<file path="src/rtl/cpu_pkg.sv">
// Shared CPU datapath package: register-file sequencer state encoding and size limits.
package cpu_pkg;

  typedef enum logic {
    CLEAR = 1'b0,
    RUN   = 1'b1
  } rf_state_t;

  localparam int RF_MAX_DEPTH = 256;
  localparam int RF_MAX_RD    = 4;

endpackage

</file>
<file path="src/rtl/regfile_rd_mux.sv">
// Stateless DEPTH:1 entry selector over a flat register bus.
// An address past the last entry yields zero rather than aliasing.
module regfile_rd_mux
  import cpu_pkg::*;
#(
  parameter int WIDTH = 32,
  parameter int DEPTH = 32,
  parameter int AW    = $clog2(DEPTH)
) (
  input  logic [DEPTH*WIDTH-1:0] bus,
  input  logic [AW-1:0]          addr,
  output logic [WIDTH-1:0]       data
);

  localparam logic [AW:0] DEPTH_W = (AW+1)'(DEPTH);

  logic [WIDTH-1:0] ent_s [DEPTH];

  for (genvar i = 0; i < DEPTH; i++) begin : g_unpack
    assign ent_s[i] = bus[i*WIDTH +: WIDTH];
  end

  // Select the addressed entry, zero when the address is beyond DEPTH-1.
  always_comb begin
    if ({1'b0, addr} < DEPTH_W) begin
      data = ent_s[addr];
    end else begin
      data = '0;
    end
  end

endmodule

</file>
<file path="src/rtl/regfile_nrp.sv">
// Parametrised register file: NRD combinational read ports, one write port,
// optional hardwired-zero entry 0, write-to-read bypass and a post-reset clear sweep.
module regfile_nrp
  import cpu_pkg::*;
#(
  parameter int WIDTH    = 32,
  parameter int DEPTH    = 32,
  parameter int AW       = $clog2(DEPTH),
  parameter int NRD      = 2,
  parameter int ZERO_REG = 1,
  parameter int BYPASS   = 1
) (
  input  logic                 Clk,
  input  logic                 Clrn,
  input  logic                 We,
  input  logic [AW-1:0]        Wa,
  input  logic [WIDTH-1:0]     Wd,
  input  logic [NRD*AW-1:0]    Ra,
  output logic [NRD*WIDTH-1:0] Rd,
  output logic                 Busy
);

  localparam logic [AW:0]   DEPTH_W  = (AW+1)'(DEPTH);
  localparam logic [AW-1:0] LAST_CNT = AW'(DEPTH - 1);

  if (DEPTH < 2 || DEPTH > RF_MAX_DEPTH || NRD < 1 || NRD > RF_MAX_RD) begin : g_bad_param
    $error("regfile_nrp: DEPTH or NRD outside supported range");
  end

  rf_state_t              state_r;
  logic [AW-1:0]          cnt_r;
  logic                   clr_en_s;
  logic                   wr_en_s;
  logic [DEPTH*WIDTH-1:0] mem_flat_s;

  // Clear sequencer: reset parks at CLEAR, then one entry is zeroed per cycle.
  always_ff @(posedge Clk) begin
    if (!Clrn) begin
      state_r <= CLEAR;
      cnt_r   <= '0;
      Busy    <= 1'b1;
    end else begin
      case (state_r)
        CLEAR: begin
          if (cnt_r == LAST_CNT) begin
            state_r <= RUN;
            cnt_r   <= '0;
            Busy    <= 1'b0;
          end else begin
            cnt_r   <= cnt_r + AW'(1);
            Busy    <= 1'b1;
          end
        end
        RUN: begin
          state_r <= RUN;
          Busy    <= 1'b0;
        end
        default: begin
          state_r <= CLEAR;
          cnt_r   <= '0;
          Busy    <= 1'b1;
        end
      endcase
    end
  end

  assign clr_en_s = Clrn && (state_r == CLEAR);

  // Write qualification: RUN only, in-range address, entry 0 read-only when hardwired.
  always_comb begin
    if (Clrn && (state_r == RUN) && We && ({1'b0, Wa} < DEPTH_W)) begin
      if ((ZERO_REG != 0) && (Wa == '0)) begin
        wr_en_s = 1'b0;
      end else begin
        wr_en_s = 1'b1;
      end
    end else begin
      wr_en_s = 1'b0;
    end
  end

  for (genvar i = 0; i < DEPTH; i++) begin : g_entry
    if ((ZERO_REG != 0) && (i == 0)) begin : g_zero
      assign mem_flat_s[i*WIDTH +: WIDTH] = '0;
    end else begin : g_reg
      logic [WIDTH-1:0] q_r;

      // Entry storage: sweep clear takes precedence, reset edge leaves contents alone.
      always_ff @(posedge Clk) begin
        if (clr_en_s && (cnt_r == AW'(i))) begin
          q_r <= '0;
        end else if (wr_en_s && (Wa == AW'(i))) begin
          q_r <= Wd;
        end else begin
          q_r <= q_r;
        end
      end

      assign mem_flat_s[i*WIDTH +: WIDTH] = q_r;
    end
  end

  for (genvar k = 0; k < NRD; k++) begin : g_rd
    logic [AW-1:0]    ra_s;
    logic [WIDTH-1:0] mux_s;
    logic [WIDTH-1:0] rd_s;

    assign ra_s = Ra[k*AW +: AW];

    regfile_rd_mux #(
      .WIDTH (WIDTH),
      .DEPTH (DEPTH),
      .AW    (AW)
    ) u_mux (
      .bus  (mem_flat_s),
      .addr (ra_s),
      .data (mux_s)
    );

    // Read masking and bypass, highest priority first.
    always_comb begin
      if (Busy) begin
        rd_s = '0;
      end else if ({1'b0, ra_s} >= DEPTH_W) begin
        rd_s = '0;
      end else if ((ZERO_REG != 0) && (ra_s == '0)) begin
        rd_s = '0;
      end else if ((BYPASS != 0) && wr_en_s && (Wa == ra_s)) begin
        rd_s = Wd;
      end else begin
        rd_s = mux_s;
      end
    end

    assign Rd[k*WIDTH +: WIDTH] = rd_s;
  end

endmodule

</file>
<file path="config.mk">
export PLATFORM = sky130hd
export DESIGN_NAME = regfile_nrp
export DESIGN_NICKNAME = d
export VERILOG_FILES = /design/src/rtl/cpu_pkg.sv /design/src/rtl/regfile_rd_mux.sv /design/src/rtl/regfile_nrp.sv
export SDC_FILE = /design/constraint.sdc
export NUM_CORES = 2
export LEC_CHECK = 0
export CAP_MARGIN = 20
export CORE_MARGIN = 10
export CORE_UTILIZATION = 41
export DETAILED_ROUTE_END_ITERATION = 10
export SYNTH_ARGS = -nofsm -noshare
export SYNTH_HDL_FRONTEND = slang
export SYNTH_SLANG_ARGS = --single-unit
</file>
<file path="constraint.sdc">
create_clock -name Clk -period 3.2 [get_ports Clk]
set_clock_uncertainty 0.05 [all_clocks]
set_input_delay 0.64 -clock Clk [delete_from_list [all_inputs] [get_ports Clk]]
set_output_delay 0.64 -clock Clk [all_outputs]
set_load 0.02 [all_outputs]
</file>
==> results.cfg <==
[finish]
finalNetCount = 6521
insertedDiodeCount = 0
final_cell_area_mm2 = 0.06668
final_cells = 8202
finish.utilization_pct = 53.03
drive_gt1_share_pct = 26.30
syn_to_final_growth_pct = 28.53

[synth]
synth_seq_cells = 999
yosys.area_share.simple_pct = 17.99
yosysTopAreaCell = dfxtp_1
synth_edf_count = 0
synthCells = 6118
postSynthAreaPerCell_um2 = 8.479
post_synth_mux_area_share_pct = 22.10
synth_top_cell_area_share_pct = 38.55
synth_fa_ha_area_share_pct = 0.1447
synth_cell_types = 58
ys_async_sr_fraction_pct = 0
synth_flop_cell = dfxtp_1
synthTopCellsByCount = nand2_1, a21oi_1, dfxtp_1
seq_area_frac_synth_pct = 38.55
yosys_warnings = 0
synth.most_common_cell = nand2_1
synth_top_family_by_area = multiplexers
synth.net_count = 6174
synth_compound_area_share_pct = 15.54
syn_area_mm2 = 0.05188
synth_xor_area_share_pct = 0.1688
synthTopCellsByArea = dfxtp_1, mux4_2, nand2_1, a21oi_1, mux2i_1

[clocking]
cts.clk_slew.worst_paths_ns = 0.06
cts.sinks = 999
clockBufferDepth = 3
cts_tree = built
cts_root_buf = clkbuf_16
insertion_delay_ns = 0.73
cts.htree.levels = 3
cts_hold_buf = 0
numCtsBuffers = 108

[setup_path]
cp-end-kind = primary output
required_ns = 2.51
cpPeakStageDelay_ns = 0.53
cp_slowest_cell = or4_4
crit_family = buffers and inverters
path_cells = nand3_2 > or4_4 > buf_6 > o211ai_4 > buf_6 > buf_12 > buf_4 > nor4_1 > a211o_4 > buf_6
crit_arrival_ns = 3.03
crit_type = flip-flop to primary output
rrSetupSlack_ns = 0.80
worstSetupPathDepth = 10
timing.rr.end = g_entry[2].g_reg.q_r[11]
cp_max_fo = 6
reg2reg_depth = 9
timing.rr.start = state_r
cp-start-kind = flip-flop
crit_buf_inv = 5
cpMostUsedCell = buf_6

[timing]
tightest_slew_ns = 0.8746
final-hold-violation-count = 0
rsz0062_at_grt = yes
finalSetupViolations = 64
fmax_mhz = 269.1
slew_viol_final = 0
post-route-period-util_pct = 116.1
layout_min_cycle_time_ns = 3.716
layout_setup_ws_ns = -0.5158
max_slew_margin_pct = 41.69

[die]
start_util_pct = 41.26
die_w_um = 375.7
dieArea_mm2 = 0.1412
pin_count = 115
rows = 130
die_h_um = 375.7
fp.coreArea_mm2 = 0.1257

[grt]
grt_overflow = 0
grt_max_degree = 42
grt_pass1_vias = 50600
grt_usage_pct = 33.45
antenna_found_initial = 6
grt_pass1_wl_um = 349900

[place]
place_area_mm2 = 0.06009
numPortBuffers = 114
dp.final_hpwl_um = 154400
placedCellCount = 7903
dp_slack_ns = -1.075
place_congestion = 1.027

[routing]
num_vias = 52820
drt_pre_antenna_iters = 8
drtIter0Drc = 7420
final_antenna_net_count = 0
via_per_inst = 6.440
routed_wl_um = 246900
route.detailed.drc = 0
post_drt_wl_per_cell_um = 30.11

[hold_path]
hold_end = g_entry[31].g_reg.q_r[30]
holdCritStartpoint = g_entry[31].g_reg.q_r[30]
hold_class = flip-flop to flip-flop
holdPathStages = 2

[run]
cap_violations = 0

[power]
powerDensity_mw_per_mm2 = 424.1
power_mw = 28.28
leakagePower_nw = 24.02
ir_drop_v = 0.0004457

[outcome]
status = finished with violations
violations = setup timing
-- timing repair --
action,in CTS,in global routing
setup endpoints to repair,64,64
resized for setup,564,106
cloned,19,2
buffers inserted,81,16
pin swaps,66,47
-- where the power goes --
| part | internal [mW] | total (mW) | switching [mW] | leakage [nW] |
|---|---|---|---|---|
| clock | 7.52 | 13.1 | 5.57 | 1.78 |
| sequential | 12.4 | 12.4 | 0.00555 | 8.04 |
| combinational | 1.13 | 2.74 | 1.60 | 14.2 |
-- stage by stage --
stage	hold WS (ns)	setup TNS [ns]
final	0.4108	-23.16
after global routing	0.4257	-26.33
after floorplan	0.3924	0
after CTS	0.4097	-19.70
after detailed placement	0.4054	-48.61
after global placement	0.3978	-48.29
-- flip-flops by register name, summed over array words and instances, names as in the netlist --
signal             cells
g_entry.g_reg.q_r    992
Busy                   1
cnt_r                  5
state_r                1
-- cell type report --
type	count	area, um2
Timing Repair Buffer	884	10360
Fill cell	11260	59060
Clock buffer	166	3213
Clock inverter	31	401.6
Inverter	11	43.79
Multi-Input combinational cell	4461	30590
Tap cell	1650	2064
Sequential cell	999	20000
-- worst register-to-register path: stages (launching register included) --
cell     delay [ns]
dfxtp_2        0.32
buf_4          0.12
buf_4          0.17
and4b_1        0.26
buf_4          0.24
and2_1         0.23
nand2_1        0.08
buf_4          0.51
nand2_1        0.15
a21oi_1        0.18
-- how the worst max path moves through the flow --
stage,endpoint,startpoint,slack [ns]
global placement,Rd[42],Wa[1],-1.05
global route,Rd[22],state_r,-0.56
floorplan,Rd[34],Ra[7],0.003
finish,Rd[26],state_r,-0.52
detailed placement,Rd[42],Wa[1],-1.07
CTS,Rd[30],state_r,-0.49
-- cells by family after synthesis --
kind of cell	count (synthesis)
DFF	999
and+or+nand+nor	2393
buffers and inverters	658
muxes	644
AOI/OAI and AO/OA	1408
xor gates and xnor gates	10
adders and majority gates	6
-- routing by layer --
| metal | vias up | wire length, um | track usage [%] |
|---|---|---|---|
| met5 | - | 125 | 0.5830 |
| met3 | 1000 | 41200 | 14.16 |
| li1 | 22110 | - | - |
| met1 | 25530 | 87860 | 42.06 |
| met2 | 4180 | 100300 | 47.21 |
| met4 | 6 | 17440 | 20.01 |
-- layout by cell type (no fill, tap or decap), drive strengths merged, types with 6 or more instances in the layout --
master / Yosys / final
a2111oi: 12 / 12
nand3: 53 / 53
nor2: 169 / 169
mux2: 70 / 70
a211o: 25 / 25
or2: 7 / 7
a221o: 14 / 14
o221ai: 59 / 59
o22ai: 33 / 33
ha: 6 / 6
dfxtp: 999 / 999
clkinv: 0 / 20
o21ai: 82 / 82
and3: 6 / 6
a211oi: 15 / 15
mux4: 394 / 394
a21oi: 1038 / 1038
inv: 11 / 12
a22oi: 12 / 12
bufinv: 0 / 8
nand2: 2063 / 2063
nor2b: 14 / 14
a221oi: 59 / 59
nor4: 13 / 13
clkdlybuf4s50: 0 / 34
nand4: 9 / 9
and2: 11 / 11
xor2: 9 / 9
o21a: 24 / 24
mux2i: 180 / 180
buf: 172 / 836
o2111a: 23 / 23
nand2b: 8 / 8
clkbuf: 475 / 168
nor3: 29 / 29
(Power assumes the default switching activity.)
